===== src/rtl/cpu_controller.sv =====
// -----------------------------------------------------------------------------
// cpu_controller
//
// Fetch / decode / sequence unit for the 16-bit datapath. Owns the program
// counter, the instruction register and the address register used by LDR/STR,
// and drives every datapath control input as a Moore function of the state
// and the instruction register.
//
// A single-port RAM with one-cycle read latency is shared between instruction
// fetch and LDR/STR.
//
// Optional feature (compile-time macro CTRL_ILLEGAL_TRAP_EN):
//   defined   : an undefined {op,sub} encoding enters HALT (halted=1)
//   undefined : an undefined encoding behaves as a NOP (PC<=PC+1, refetch)
//
// Ports:
//   clk, rst_n      clock, asynchronous active-low reset
//   mdata           RAM read data, valid one cycle after a read command
//   Z_out           datapath status flags {N, V, Z}
//   r7topc          low 9 bits of R7, target for BX
//   datapath_out    low PC_W bits of the datapath result, captured as the
//                   LDR/STR effective address
//   mem_addr        RAM address
//   mem_cmd         RAM command: 00 idle, 01 read, 10 write
//   vsel            write-back source: 0 mdata, 1 sximm8, 2 PC+1, 3 datapath
//   writenum/readnum register file write / read indices
//   write, loada, loadb, loadc, loads, asel, bsel
//                   datapath strobes and operand selects
//   shift, ALUop    shifter and ALU operation
//   sximm8, sximm5  IR[7:0] and IR[4:0] sign-extended to 16 bits
//   PC              address of the current instruction
//   halted          high while in the HALT state
// -----------------------------------------------------------------------------
module cpu_controller #(
  parameter int              PC_W     = 9,
  parameter logic [PC_W-1:0] RESET_PC = '0
) (
  input  logic            clk,
  input  logic            rst_n,
  input  logic [15:0]     mdata,
  input  logic [2:0]      Z_out,
  input  logic [8:0]      r7topc,
  input  logic [PC_W-1:0] datapath_out,
  output logic [PC_W-1:0] mem_addr,
  output logic [1:0]      mem_cmd,
  output logic [1:0]      vsel,
  output logic [2:0]      writenum,
  output logic [2:0]      readnum,
  output logic            write,
  output logic            loada,
  output logic            loadb,
  output logic            loadc,
  output logic            loads,
  output logic            asel,
  output logic            bsel,
  output logic [1:0]      shift,
  output logic [1:0]      ALUop,
  output logic [15:0]     sximm8,
  output logic [15:0]     sximm5,
  output logic [PC_W-1:0] PC,
  output logic            halted
);

  localparam logic [1:0] MEM_IDLE  = 2'b00;
  localparam logic [1:0] MEM_READ  = 2'b01;
  localparam logic [1:0] MEM_WRITE = 2'b10;

  localparam logic [4:0] S_RESET   = 5'd0;
  localparam logic [4:0] S_IF1     = 5'd1;
  localparam logic [4:0] S_IF2     = 5'd2;
  localparam logic [4:0] S_DECODE  = 5'd3;
  localparam logic [4:0] S_WR_IMM  = 5'd4;
  localparam logic [4:0] S_GET_A   = 5'd5;
  localparam logic [4:0] S_GET_B   = 5'd6;
  localparam logic [4:0] S_ALU     = 5'd7;
  localparam logic [4:0] S_WB      = 5'd8;
  localparam logic [4:0] S_ADDR    = 5'd9;
  localparam logic [4:0] S_LD_ADDR = 5'd10;
  localparam logic [4:0] S_RD1     = 5'd11;
  localparam logic [4:0] S_RD2     = 5'd12;
  localparam logic [4:0] S_PASS    = 5'd13;
  localparam logic [4:0] S_WR      = 5'd14;
  localparam logic [4:0] S_BR      = 5'd15;
  localparam logic [4:0] S_BL      = 5'd16;
  localparam logic [4:0] S_BX      = 5'd17;
  localparam logic [4:0] S_HALT    = 5'd18;

  logic [4:0]      state, state_nxt;
  logic [15:0]     ir;
  logic [PC_W-1:0] addr_reg;
  logic [PC_W-1:0] pc_nxt, pc_inc, pc_br;

  // Instruction fields
  logic [2:0] op, rn, rd, rm;
  logic [1:0] sub, sh;

  assign op  = ir[15:13];
  assign sub = ir[12:11];
  assign rn  = ir[10:8];
  assign rd  = ir[7:5];
  assign sh  = ir[4:3];
  assign rm  = ir[2:0];

  assign sximm8 = {{8{ir[7]}}, ir[7:0]};
  assign sximm5 = {{11{ir[4]}}, ir[4:0]};

  // Instruction class decode
  logic is_movi, is_movr, is_alu, is_cmp, is_mvn, is_ldr, is_str;
  logic is_b, is_bl, is_bx, is_halt, is_illegal;

  assign is_movi    = ({op, sub} == 5'b110_10);
  assign is_movr    = ({op, sub} == 5'b110_00);
  assign is_alu     = (op == 3'b101);
  assign is_cmp     = is_alu && (sub == 2'b01);
  assign is_mvn     = is_alu && (sub == 2'b11);
  assign is_ldr     = ({op, sub} == 5'b011_00);
  assign is_str     = ({op, sub} == 5'b100_00);
  assign is_b       = ({op, sub} == 5'b001_00);
  assign is_bl      = ({op, sub} == 5'b010_11);
  assign is_bx      = ({op, sub} == 5'b010_00);
  assign is_halt    = ({op, sub} == 5'b111_00);
  assign is_illegal = !(is_movi || is_movr || is_alu || is_ldr || is_str ||
                        is_b || is_bl || is_bx || is_halt);

  // Branch condition on {N, V, Z}; codes 101..111 are never taken.
  logic flag_n, flag_v, flag_z, br_taken;

  assign flag_n = Z_out[2];
  assign flag_v = Z_out[1];
  assign flag_z = Z_out[0];

  always_comb begin
    // NOTE: every combinational output gets a default first so no path
    // through the case statements can leave it unassigned and infer a latch.
    br_taken = 1'b0;
    case (rn)
      3'b000:  br_taken = 1'b1;
      3'b001:  br_taken = flag_z;
      3'b010:  br_taken = !flag_z;
      3'b011:  br_taken = (flag_n != flag_v);
      3'b100:  br_taken = (flag_n != flag_v) || flag_z;
      default: br_taken = 1'b0;
    endcase
  end

  // PC arithmetic wraps modulo 2^PC_W; the branch offset is truncated to PC_W.
  assign pc_inc = PC + PC_W'(1);
  assign pc_br  = pc_inc + sximm8[PC_W-1:0];

  // Next state
  always_comb begin
    state_nxt = state;
    case (state)
      S_RESET:  state_nxt = S_IF1;
      S_IF1:    state_nxt = S_IF2;
      S_IF2:    state_nxt = S_DECODE;
      S_DECODE: begin
        if (is_movi)                         state_nxt = S_WR_IMM;
        else if (is_movr)                    state_nxt = S_GET_B;
        else if (is_alu || is_ldr || is_str) state_nxt = S_GET_A;
        else if (is_b)                       state_nxt = S_BR;
        else if (is_bl)                      state_nxt = S_BL;
        else if (is_bx)                      state_nxt = S_BX;
        else if (is_halt)                    state_nxt = S_HALT;
        else begin
`ifdef CTRL_ILLEGAL_TRAP_EN
          state_nxt = S_HALT;
`else
          state_nxt = S_IF1;
`endif
        end
      end
      S_GET_A:   state_nxt = (is_ldr || is_str) ? S_ADDR : S_GET_B;
      S_GET_B:   state_nxt = is_str ? S_PASS : S_ALU;
      S_ALU:     state_nxt = is_cmp ? S_IF1 : S_WB;
      S_ADDR:    state_nxt = S_LD_ADDR;
      S_LD_ADDR: state_nxt = is_ldr ? S_RD1 : S_GET_B;
      S_RD1:     state_nxt = S_RD2;
      S_PASS:    state_nxt = S_WR;
      S_WR_IMM, S_WB, S_RD2, S_WR, S_BR, S_BL, S_BX: state_nxt = S_IF1;
      S_HALT:    state_nxt = S_HALT;
      default:   state_nxt = S_RESET;
    endcase
  end

  // PC update happens in the last execute state of each instruction.
  always_comb begin
    pc_nxt = PC;
    case (state)
      S_WR_IMM, S_WB, S_RD2, S_WR: pc_nxt = pc_inc;
      S_ALU:    if (is_cmp) pc_nxt = pc_inc;
      S_BR:     pc_nxt = br_taken ? pc_br : pc_inc;
      S_BL:     pc_nxt = pc_br;
      S_BX:     pc_nxt = PC_W'(r7topc);
`ifndef CTRL_ILLEGAL_TRAP_EN
      S_DECODE: if (is_illegal) pc_nxt = pc_inc;
`endif
      default:  pc_nxt = PC;
    endcase
  end

  // NOTE: all state here is sequential and assigned with non-blocking (<=) so
  // every register samples the pre-edge value of the others.
  always_ff @(posedge clk or negedge rst_n) begin
    if (!rst_n) begin
      state    <= S_RESET;
      PC       <= RESET_PC;
      ir       <= '0;
      addr_reg <= '0;
    end else begin
      state <= state_nxt;
      PC    <= pc_nxt;
      if (state == S_IF2)     ir       <= mdata;
      if (state == S_LD_ADDR) addr_reg <= datapath_out;
    end
  end

  // Moore outputs: decoded from state and IR only.
  always_comb begin
    mem_addr = '0;
    mem_cmd  = MEM_IDLE;
    vsel     = 2'd0;
    writenum = 3'd0;
    readnum  = 3'd0;
    write    = 1'b0;
    loada    = 1'b0;
    loadb    = 1'b0;
    loadc    = 1'b0;
    loads    = 1'b0;
    asel     = 1'b0;
    bsel     = 1'b0;
    shift    = 2'b00;
    ALUop    = 2'b00;
    halted   = 1'b0;
    case (state)
      S_IF1, S_IF2: begin
        mem_addr = PC;
        mem_cmd  = MEM_READ;
      end
      S_WR_IMM: begin
        vsel     = 2'd1;
        writenum = rn;
        write    = 1'b1;
      end
      S_GET_A: begin
        readnum = rn;
        loada   = 1'b1;
      end
      S_GET_B: begin
        // STR routes the store data register through the B operand.
        readnum = is_str ? rd : rm;
        loadb   = 1'b1;
      end
      S_ALU: begin
        // MOV and MVN ignore the A operand, so force it to zero.
        asel  = is_movr || is_mvn;
        ALUop = is_movr ? 2'b00 : sub;
        shift = sh;
        loads = is_cmp;
        loadc = !is_cmp;
      end
      S_WB: begin
        vsel     = 2'd3;
        writenum = rd;
        write    = 1'b1;
      end
      S_ADDR: begin
        bsel  = 1'b1;
        loadc = 1'b1;
      end
      S_RD1: begin
        mem_addr = addr_reg;
        mem_cmd  = MEM_READ;
      end
      S_RD2: begin
        mem_addr = addr_reg;
        mem_cmd  = MEM_READ;
        vsel     = 2'd0;
        writenum = rd;
        write    = 1'b1;
      end
      S_PASS: begin
        asel  = 1'b1;
        loadc = 1'b1;
      end
      S_WR: begin
        mem_addr = addr_reg;
        mem_cmd  = MEM_WRITE;
      end
      S_BL: begin
        vsel     = 2'd2;
        writenum = 3'd7;
        write    = 1'b1;
      end
      S_BX:   readnum = rd;
      S_HALT: halted  = 1'b1;
      default: ;
    endcase
  end

endmodule


===== config.mk =====
export PLATFORM = sky130hd
export DESIGN_NAME = cpu_controller
export DESIGN_NICKNAME = d
export VERILOG_FILES = /design/src/rtl/cpu_controller.sv
export SDC_FILE = /design/constraint.sdc
export NUM_CORES = 1
export LEC_CHECK = 0
export ABC_AREA = 0
export CAP_MARGIN = 40
export CORE_MARGIN = 2
export CORE_UTILIZATION = 32
export CTS_BUF_LIST = sky130_fd_sc_hd__clkbuf_2 sky130_fd_sc_hd__clkbuf_4 sky130_fd_sc_hd__clkbuf_8
export CTS_CLUSTER_DIAMETER = 50
export DETAILED_ROUTE_END_ITERATION = 10
export SYNTH_ARGS = -nofsm -noshare
export SYNTH_HDL_FRONTEND = slang
export SYNTH_SLANG_ARGS = --single-unit

===== constraint.sdc =====
create_clock -name clk -period 3.7 [get_ports clk]
set_clock_uncertainty 0.2 [all_clocks]
set_input_delay 0.74 -clock clk [delete_from_list [all_inputs] [get_ports clk]]
set_output_delay 0.74 -clock clk [all_outputs]
set_load 0.02 [all_outputs]

=== Word-level counts from Yosys, hierarchy flattened ===
Cells that the tools add are included.

* Equality and inequality tests: 36
* Muxes and demuxes: 34
* Add/sub/neg operators: 2
* Reductions and logical operators: 29

{| class="wikitable"
|+ Operators with widths
! kind !! count
|-
| 5-bit one-hot mux with 12 select lines || 1
|-
| 5-bit by 4-bit equality test with 1-bit output (second input constant) || 11
|-
| 9-bit one-hot mux with 6 select lines || 1
|-
| 5-bit equality test (second input constant) || 7
|-
| 5-bit 2-to-1 mux || 7
|-
| 9-bit 2-to-1 mux || 3
|-
| 5-bit by 3-bit equality test with 1-bit output (second input constant) || 5
|-
| 3-bit one-hot mux with 3 select lines || 2
|-
| 9-bit one-hot mux with 2 select lines || 1
|-
| 4-bit 2-to-1 mux || 4
|-
| 1-bit logical OR || 13
|-
| 4-bit OR reduction || 3
|-
| 5-bit by 2-bit equality test with 1-bit output (second input constant) || 2
|-
| 9-bit by 1-bit adder with 9-bit output (second input constant) || 1
|-
| 9-bit adder || 1
|-
| 8-bit OR reduction || 1
|-
| 3-bit by 2-bit equality test with 1-bit output (second input constant) || 2
|-
| 3-bit equality test (second input constant) || 2
|-
| 1-bit 2-to-1 mux || 6
|-
| 2-bit 2-to-1 mux || 3
|-
| 2-bit one-hot mux with 3 select lines || 1
|-
| 6-bit nonzero test || 1
|-
| 2-bit OR reduction || 3
|-
| 5-bit by 1-bit equality test with 1-bit output (second input constant) || 1
|-
| 15 further kinds || 19
|}

* Bits in registers: 39
* Bits of input ports: 39
* Logic and storage cells: 105

=== Longest topological paths before layout ===
Gate-level depths: netlist of run 1.

* Depth after elaboration: 11
* Depth in mapped cells: 11

=== Least setup slack after synthesis of run 1 ===
Ideal clock, no wire load.

* Kind: register to output
* Start: register state[0]
* End: output port readnum[0]
* Data arrival time: 1.953 ns
* Required time: 2.760 ns
* Setup slack: 0.807 ns
* Stages on the path, launching flop included: 8
* Path through: dfrtp_1 buf_4 or2b_1 nor3_1 nand2_1 o21ai_0 a222oi_1 inv_1

* Word-level cells in the longest chain between the ends: 2

{| class="wikitable"
|+ Ends and longest elaborated chain
! element !! line !! source
|-
| start, declared || 88 || <nowiki>logic [4:0] state, state_nxt;</nowiki>
|-
| start signal, assigned || 211 || <nowiki>state <= state_nxt;</nowiki>
|-
| 5-bit equality test or 5-bit by 3-bit equality test with 1-bit output (tied branches) || 235 || <nowiki>case (state)</nowiki>
|-
| 3-bit one-hot mux with 3 select lines (*) || 235 ||
|-
| end, declared || 48 || <nowiki>output logic [2:0] readnum,</nowiki>
|}

Every way passes the cells marked *; elsewhere a longest branch is shown, timed or not.

=== Worst setup path after layout of run 1 ===
* Start: register state[3]
* End: output port readnum[0]

Same word-level chain as after synthesis.

==> results by group, run 1 <==
Place
  – DP Wirelength: between 7 and 8 mm
  – Placed Area: ~0.0043 mm^2
  – Port-buffer cells: 110
  – Placed cells: between 500 and 600
  – GPL Wtd Cong: between 0.8 and 0.9

Setup path
  – Reg2Reg Depth: 11
  – CP max stage cell: clkdlybuf4s50_1
  – CP Data Arrival Time: between 2000 and 2500 ps
  – Critical path endpoint category: output pin
  – Worst path top cell family by delay: simple AND/OR/NAND/NOR gates
  – Critical path launch point: state[3]$_DFF_PN0_
  – Slowest stage delay, CP: 590 ps
  – Crit path max fanout: 11
  – Setup Crit Path Kind: register to output pin
  – CP Launch Type: register
  – Setup slack, reg-to-reg: roughly 690 ps
  – CP Capture Point: readnum[0]
  – Crit-path cells: nand2b_1 -> nor3_1 -> nor2b_1 -> a222oi_1 -> inv_1 -> clkdlybuf4s50_1
  – CP bufs+invs: 2
  – Worst path depth: 6
  – RR Endpoint: PC[8]$_DFFE_PN0P_
  – Worst R2R Start: PC[0]$_DFFE_PN0P_
  – Critical path required time: between 2000 and 3000 ps

Pwr
  – Pwr Density: 986 mW/mm^2
  – LEAKAGE: approximately 1.8 nW
  – Maximum VDD drop: 0.000495 V

Clock network
  – # H-tree levels: 2
  – Post-CTS Setup Bufs: 0
  – Cts bufs inserted: 5
  – Post-CTS sizing: 0
  – Clock tree sinks: 39
  – Hold-fix buffers, CTS: 0
  – CTS tree: done
  – CTS root buf: clkbuf_8
  – Worst-path clk slew: 90 ps
  – Clock Latency Late Sink: roughly 300 ps
  – Clock Path Buffers: 2

Timing
  – Final period util: roughly 92%
  – Fin Setup TNS: 0 ps
  – Worst Hold Margin: between 50 and 60 ps
  – Slew margin rel.: about half
  – Final setup fails: 0
  – Slew Limit Fails: 0
  – Final min period: around 3400 ps
  – Achievable frequency: between 200 and 300 MHz
  – Least-Margin Pin Slew: 755 ps
  – RSZ-0062 raised after global routing: false
  – Fin. Hold Viols: 0

Routing
  – Detailed Route WL: 9.34 mm
  – Post-route DRC: 0
  – DRT antenna net count: 0
  – Drt initial violations: 160
  – Routed vias: 2974
  – Avg WL per Cell: around 16 um
  – TritonRoute pass-1 iters: 5
  – Vias per std cell: approximately 5.1

Floorplan
  – Num rows: 37
  – Die ar.: 0.0112 mm^2
  – Initial Utilization: 32.4%
  – I/O pin count: between 100 and 150
  – Core area: ~0.01 mm^2
  – Die Y: between 100 and 150 um
  – Die extent in x: between 100 and 150 um

Final layout
  – Share of layout cells above drive strength 1: 14.2%
  – Final net count: 492
  – Post-route insts no fill: 580
  – Max FFs per register: 16
  – N_diodes: 0
  – Area growth, synth to finish: 34.4%
  – Filler cell count: 1022
  – Design area: roughly 0.0044 mm^2

Synth
  – Mapped Cells: 364
  – Top cell type's share of synthesized area: between 20% and 30%
  – Yosys cell types: between 60 and 70
  – Yosys warning total: 0
  – Yosys top cell by area: dfrtp_1
  – Ys async rst share: 100%
  – EDFF count, synth: 0
  – Most frequent cell after synthesis: dfrtp_1
  – Top cells by area, synth: dfrtp_1, mux2_2, buf_4
  – Top_reg_cell synth: dfrtp_1
  – Sequential share of the synthesized area: between 20 and 30%
  – Mapped Nets: slightly above 400
  – #FFs+latches synth: 39
  – Synthesized area: 0.00330 mm^2
  – Commonest cells in the netlist: dfrtp_1, buf_4, a21oi_1
  – Syn Area/Cell: just over 9 um^2

Global routing
  – Pin count of the biggest net entering global routing: 35
  – Number of global-route vias before repair: between 2000 and 3000
  – GRT overflow: 0
  – GRT Total Usage: around 17%
  – First-pass GRT wire length: roughly 15 mm
  – Antenna violations before repair: 0

Flow run
  – Max-cap viol count: 0

Run status
  – Status: finished, final reports clean

Min path
  – Worst Hold Class: primary input to asynchronous set/reset pin
==> power breakdown <==
group	switching, mW	total, mW	internal (mW)
combinational	1.56	3.03	1.47
sequential	0.335	0.964	0.628
clock	0.167	0.385	0.219
total	2.06	4.38	2.32
==> worst min path at each step <==
| stage | end | slack [ps] | cells past startpoint |
|---|---|---|---|
| finish | ir[15]$_DFFE_PN0P_ | 50 | 1 |
| global route | ir[15]$_DFFE_PN0P_ | 60 | 1 |
| CTS | ir[15]$_DFFE_PN0P_ | 60 | 1 |
| detailed placement | addr_reg[5]$_DFFE_PN0P_ | 300 | 1 |
| global placement | addr_reg[1]$_DFFE_PN0P_ | 290 | 1 |
| floorplan | PC[0]$_DFFE_PN0P_ | 240 | 0 |
==> stage by stage <==
step	setup slack, ps	power (mW)	utilization [%]
final	290	4.38	43.6
after global routing	176	4.73	43.6
after CTS	295	4.41	43.6
after detailed placement	618	4.01	42.4
after global placement	694	3.98	42.2
after floorplan	807	3.16	-
==> kinds of logic (layout without fill, tap and decap cells) <==
kind of cell	count (synthesis)	count (layout)	synth area share (%)
buffers and inverters	60	140	11.7
adder cells (fa/ha/maj)	10	10	4.02
AO/OA/AOI/OAI	98	98	21.4
multiplexers	28	28	9.51
flip-flops	39	39	29.5
XOR/XNOR	20	20	5.72
AND/OR/NAND/NOR	109	109	18.1
==> layout make-up <==
cell class	instances	area [um^2]	share of cell area (%)
clock buffer	6	82.6	1.86
clock inverter	2	35.0	0.789
inverter	10	37.5	0.845
multi-input combinational	265	1940	43.7
sequential	39	976	22.0
tap	136	170	3.83
timing repair buffer	122	1200	27.0
==> placed cells by master, fill, tap and decap left out, drive strengths merged, types with 3 or more instances in the layout <==
| cell | synthesis | final |
|---|---|---|
| clkbuf | 4 | 6 |
| or3b | 3 | 3 |
| a211oi | 3 | 3 |
| o21bai | 3 | 3 |
| buf | 46 | 13 |
| nor2b | 12 | 12 |
| nor3 | 12 | 12 |
| xor2 | 7 | 7 |
| nand2 | 23 | 23 |
| a21o | 4 | 4 |
| a21oi | 30 | 30 |
| ha | 9 | 9 |
| o221ai | 3 | 3 |
| xnor2 | 12 | 12 |
| nand3 | 5 | 5 |
| nor2 | 22 | 22 |
| and3 | 3 | 3 |
| clkdlybuf4s50 | 0 | 109 |
| nand2b | 8 | 8 |
| a221oi | 3 | 3 |
| o21ai | 15 | 15 |
| inv | 10 | 10 |
| a22o | 10 | 10 |
| a22oi | 3 | 3 |
| a222oi | 6 | 6 |
| mux2 | 27 | 27 |
| or2 | 4 | 4 |
| and2 | 8 | 8 |
| dfrtp | 39 | 39 |
==> metal layers <==
layer	global-route usage, %	routed length [um]	vias up
met5	0	0	-
met4	5.45	82	0
met3	2.35	425	6
met2	29.3	4740	83
met1	22.2	4090	1439
li1	-	-	1446
(Power assumes the default switching activity.)
==> run 2, diff against run 1 <==
--- a/config.mk
+++ b/config.mk
@@ -12,6 +12,8 @@
 export CTS_BUF_LIST = sky130_fd_sc_hd__clkbuf_2 sky130_fd_sc_hd__clkbuf_4 sky130_fd_sc_hd__clkbuf_8
 export CTS_CLUSTER_DIAMETER = 50
 export DETAILED_ROUTE_END_ITERATION = 10
+export MAX_ROUTING_LAYER = met4
+export PLACE_DENSITY = 0.57
 export SYNTH_ARGS = -nofsm -noshare
 export SYNTH_HDL_FRONTEND = slang
 export SYNTH_SLANG_ARGS = --single-unit
==> run 2 against run 1 <==
Effect of this change:
- register-to-register slack better by 30 ps
- largest cell class unchanged
- first-iteration DRC count decreased by 19%
- sequential cell count unchanged
==> results by group, run 2 (synthesized netlist as in run 1, its figures left out) <==
Pwr
  – Pwr Density: between 900 and 1000 mW/mm^2
  – Maximum VDD drop: between 0.0005 and 0.0006 V
  – Final Power: between 4 and 5 mW
  – LEAKAGE: 1.77 nW

Place
  – GPL Wtd Cong: between 0.8 and 0.9
  – Pre-CTS setup slack: 624 ps
  – Port-buffer cells: 110
  – DP Wirelength: 7.47 mm

Setup path
  – Crit path max fanout: 7
  – CP bufs+invs: 2
  – CP Data Arrival Time: 2510 ps
  – Critical path required time: approximately 2800 ps
  – Setup slack, reg-to-reg: 720 ps
  – Critical path endpoint category: output pin
  – Reg2Reg Depth: 11
  – Worst R2R Start: PC[0]$_DFFE_PN0P_
  – Worst path top cell family by delay: simple AND/OR/NAND/NOR gates
  – RR Endpoint: PC[8]$_DFFE_PN0P_
  – CP Launch Type: register
  – CP max stage cell: clkdlybuf4s50_1
  – Crit-path cells: or2b_1 -> nor3_1 -> nand2_1 -> o21ai_0 -> a222oi_1 -> inv_1 -> clkdlybuf4s50_1
  – Setup Crit Path Kind: register to output pin
  – Slowest stage delay, CP: about 590 ps

Timing
  – Achievable frequency: a little under 300 MHz
  – Least-Margin Pin Slew: 746 ps
  – Setup ws final: between 200 and 250 ps
  – Slew margin rel.: between 50% and 60%
  – Fin Setup TNS: 0 ps
  – RSZ-0062 raised after global routing: false
  – Slew Limit Fails: 0
  – Worst Hold Margin: about 130 ps
  – Final min period: ~3500 ps
  – Fin. Hold Viols: 0
  – Final setup fails: 0
  – Final period util: approximately 93%

Final layout
  – Most frequent cells in the layout: clkdlybuf4s50_1, dfrtp_1, a21oi_1
  – Share of layout cells above drive strength 1: between 10% and 20%
  – Layout Utilization: about 44%
  – Sequential Area: 976 um^2
  – N_diodes: 0
  – Max FFs per register: 16
  – Area growth, synth to finish: 35.1%
  – Final net count: 492
  – Filler cell count: approximately 1000
  – Most common cell after layout, fill and taps aside: clkdlybuf4s50_1
  – Multi-input combinational cell area: just under 0.002 mm^2

Routing
  – Drt initial violations: 130
  – Detailed Route WL: between 9 and 10 mm
  – TritonRoute pass-1 iters: 4
  – DRT antenna net count: 0
  – Post-route DRC: 0
  – Vias per std cell: between 5 and 6
  – Avg WL per Cell: around 17 um
  – Routed vias: around 3000

Clock network
  – Post-CTS Setup Bufs: 0
  – Clock Path Buffers: 2
  – # H-tree levels: 2
  – Hold-fix buffers, CTS: 0
  – Clock Latency Late Sink: 310 ps
  – Clock tree sinks: 39
  – Worst-path clk slew: 90 ps
  – CTS root buf: clkbuf_8
  – CTS tree: done
  – Post-CTS sizing: 0
  – Cts bufs inserted: 5

Min path
  – Worst Hold Class: primary input to asynchronous set/reset pin

Flow run
  – Max-cap viol count: 0

Floorplan
  – Die Y: ~110 um
  – Core area: just over 0.01 mm^2
  – Die extent in x: 106 um
  – Num rows: 37
  – I/O pin count: between 100 and 150
  – Die ar.: approximately 0.011 mm^2
  – Initial Utilization: 32.4%

Global routing
  – GRT overflow: 0
  – Antenna violations before repair: 0
  – GRT Total Usage: a little under a fifth
  – First-pass GRT wire length: 15.6 mm
  – Pin count of the biggest net entering global routing: 26
  – Number of global-route vias before repair: approximately 3000

Run status
  – Status: finished, final reports clean
run 2: worst max-delay path by stage:
stage                                  start    endpoint  cells past startpoint
final                     state[0]$_DFF_PN0_  readnum[2]                      7
after global routing      state[0]$_DFF_PN0_  readnum[2]                      7
after CTS                 state[0]$_DFF_PN0_  readnum[0]                      6
after detailed placement  state[0]$_DFF_PN0_  readnum[1]                      7
after global placement    ir[15]$_DFFE_PN0P_  readnum[1]                      7
after floorplan           state[0]$_DFF_PN0_  readnum[0]                      7
run 2: routing by layer:
metal | vias up | routed length, um | track usage (%)
li1 | 1448 | - | -
met1 | 1435 | 4440 | 23.3
met2 | 65 | 4730 | 29.1
met3 | 9 | 313 | 2.97
met4 | 0 | 137 | 5.73
met5 | - | 0 | -
run 2: worst reg2reg max path, stage by stage, from the launching register on:
cell	delay (ps)
dfrtp_1	450
ha_1	260
nand3_1	180
or2_2	370
xnor2_1	150
ha_1	220
nor3_1	230
o21ai_0	140
a31oi_1	250
xor2_1	170
a22o_1	150
o311a_1	160
run 2: area by class of cell:
type,count,share of cell area [%]
clock buffer,5,1.54
clock inverter,3,1.60
inverter,10,0.841
multi-input combinational,265,43.5
sequential,39,21.9
tap,136,3.81
timing repair buffer,122,26.9
run 2: report_power, final:
group / internal (mW) / switching, mW / total [mW]
sequential: 0.628 / 0.343 / 0.971
combinational: 1.47 / 1.55 / 3.02
clock: 0.274 / 0.186 / 0.460
total: 2.37 / 2.08 / 4.45
run 2: metrics by stage:
step / area (um^2) / cells
CTS: 4460 / 580
global placement: 4300 / 571
detailed placement: 4320 / 572
finish: 4460 / 580
floorplan: 3300 / 364
global route: 4460 / 580
==> run 3, diff against run 2 <==
--- a/config.mk
+++ b/config.mk
@@ -7,13 +7,14 @@
 export LEC_CHECK = 0
 export ABC_AREA = 0
 export CAP_MARGIN = 40
-export CORE_MARGIN = 2
-export CORE_UTILIZATION = 32
+export CORE_MARGIN = 10
+export CORE_UTILIZATION = 40
 export CTS_BUF_LIST = sky130_fd_sc_hd__clkbuf_2 sky130_fd_sc_hd__clkbuf_4 sky130_fd_sc_hd__clkbuf_8
 export CTS_CLUSTER_DIAMETER = 50
 export DETAILED_ROUTE_END_ITERATION = 10
 export MAX_ROUTING_LAYER = met4
-export PLACE_DENSITY = 0.57
+export PLACE_DENSITY = 0.69
+export SKIP_LAST_GASP = 1
 export SYNTH_ARGS = -nofsm -noshare
 export SYNTH_HDL_FRONTEND = slang
 export SYNTH_SLANG_ARGS = --single-unit
==> run 3 against run 2 <==
Effect of this change:
- worst hold slack lost 76 ps
- routed wire length grew 0.36%
- sequential cell count unchanged
- setup slack got worse by 62 ps
- combinational power barely moved
- critical endpoint unchanged
- sequential share of layout area rose by 0.36 points
- largest cell class unchanged
- global-route usage down 2.4 points
==> results by group, run 3 (synthesized netlist as in run 1, its figures left out) <==
Setup path
  – CP Launch Type: register
  – RR Endpoint: PC[8]$_DFFE_PN0P_
  – CP Data Arrival Time: around 2600 ps
  – Setup slack, reg-to-reg: approximately 740 ps
  – Slowest stage delay, CP: between 600 and 700 ps
  – CP max stage cell: clkdlybuf4s50_1
  – Setup Crit Path Kind: register to output pin
  – Critical path endpoint category: output pin
  – Crit path max fanout: 9
  – Crit-path cells: or3b_1 -> o21ai_0 -> a222oi_1 -> inv_1 -> clkdlybuf4s50_1
  – Worst R2R Start: PC[0]$_DFFE_PN0P_
  – Critical path required time: between 2000 and 3000 ps
  – Reg2Reg Depth: 11

Timing
  – RSZ-0062 raised after global routing: false
  – Final period util: around 95%
  – Achievable frequency: ~280 MHz
  – Slew margin rel.: around half
  – Fin. Hold Viols: 0
  – Slew Limit Fails: 0
  – Least-Margin Pin Slew: slightly above 700 ps
  – Fin Setup TNS: 0 ps
  – Final setup fails: 0
  – Final min period: between 3000 and 4000 ps

Global routing
  – First-pass GRT wire length: 16.0 mm
  – Pin count of the biggest net entering global routing: 36
  – GRT Total Usage: around 16%
  – GRT overflow: 0
  – Antenna violations before repair: 0
  – Number of global-route vias before repair: roughly 3100

Final layout
  – Most common cell after layout, fill and taps aside: clkdlybuf4s50_1
  – Area growth, synth to finish: 33.0%
  – Max FFs per register: 16
  – Final net count: slightly below 500
  – N_diodes: 0
  – Most frequent cells in the layout: clkdlybuf4s50_1, dfrtp_1, a21oi_1
  – Share of layout cells above drive strength 1: between 10% and 20%

Pwr
  – Maximum VDD drop: between 0.0004 and 0.0005 V
  – Final Power: ~4.4 mW
  – Pwr Density: 992 mW/mm^2
  – LEAKAGE: between 1.5 and 2 nW

Routing
  – Vias per std cell: 5.46
  – Post-route DRC: 0
  – Avg WL per Cell: between 15 and 20 um
  – Detailed Route WL: around 9.7 mm
  – Drt initial violations: between 100 and 150
  – TritonRoute pass-1 iters: 4
  – Routed vias: approximately 3000
  – DRT antenna net count: 0

Clock network
  – Clock tree sinks: 39
  – CTS root buf: clkbuf_8
  – Worst-path clk slew: approximately 80 ps
  – Post-CTS Setup Bufs: 0
  – Clock Path Buffers: 2
  – CTS tree: done
  – # H-tree levels: 2
  – Post-CTS sizing: 0
  – Cts bufs inserted: 5
  – Clock Latency Late Sink: roughly 290 ps
  – Hold-fix buffers, CTS: 0

Floorplan
  – Die ar.: ~0.012 mm^2
  – Core area: ~0.0081 mm^2
  – I/O pin count: between 100 and 150
  – Die extent in x: about 110 um
  – Die Y: 111 um
  – Initial Utilization: about 41%
  – Num rows: 33

Place
  – DP Wirelength: roughly 7.5 mm
  – Port-buffer cells: 110
  – GPL Wtd Cong: 0.885

Min path
  – Worst Hold Class: primary input to asynchronous set/reset pin

Run status
  – Status: finished, final reports clean

Flow run
  – Max-cap viol count: 0
-- run 3: changes by cell type in the layout (fill, tap and decap cells not counted) --
cell / previous run / this run
buf_4: 11 / 10
bufinv_16: 2 / 1
clkinv_2: 0 / 1
clkinv_4: 0 / 1
inv_8: 1 / 0
nor2_1: 20 / 19
nor2_2: 1 / 2
-- run 3: power breakdown --
group / internal, mW / switching (mW)
Clock: 0.201 / 0.169
Combinational: 1.47 / 1.56
Sequential: 0.628 / 0.333
Total: 2.30 / 2.06
-- run 3: final cells by class --
type / count / area, um^2
clock buffer: 5 / 68.8
clock inverter: 3 / 43.8
fill: 757 / 3740
inverter: 10 / 37.5
multi-input combinational: 265 / 1940
sequential: 39 / 976
tap: 105 / 131
timing repair buffer: 121 / 1190
-- run 3: critical path, delay by kind of cell, from the launching register on --
kind,cells,cell delay (ps)
DFF,1,470
AOI/OAI and AO/OA,2,560
buffers and inverters,2,700
and+or+nand+nor,1,570
-- run 3: worst max path at each step --
stage / from / to / slack (ps) / depth (start not counted)
floorplan: state[0]$_DFF_PN0_ / readnum[0] / 810 / 7
global placement: state[0]$_DFF_PN0_ / mem_addr[0] / 460 / 6
detailed placement: state[0]$_DFF_PN0_ / mem_addr[1] / 440 / 6
CTS: state[0]$_DFF_PN0_ / mem_addr[1] / 110 / 6
global route: state[0]$_DFF_PN0_ / readnum[0] / 50 / 6
finish: state[3]$_DFF_PN0_ / readnum[2] / 190 / 5
-- run 3: per-layer routing --
layer  vias up  track usage (%)  part of all wire [%]
li1       1442                -                     -
met5         -                -                     0
met1      1453             18.3                    43
met4         0             3.30                   1.1
met2        88             27.4                    51
met3        10             2.87                   4.8
-- run 3: through the flow --
| stage | cell area (um^2) | setup WS, ps | utilization, % | std cells | hold WS (ps) |
|---|---|---|---|---|---|
| 2_1_floorplan | 3300 | 807 | - | 364 | 244 |
| 3_3_place_gp | 4260 | 458 | 52.3 | 539 | 296 |
| 3_5_place_dp | 4280 | 438 | 52.6 | 540 | 298 |
| 4_1_cts | 4390 | 105 | 54.0 | 548 | 54.9 |
| 5_1_grt | 4390 | 52.9 | 54.0 | 548 | 53.5 |
| 6_report | 4390 | 186 | 54.0 | 548 | 59.3 |
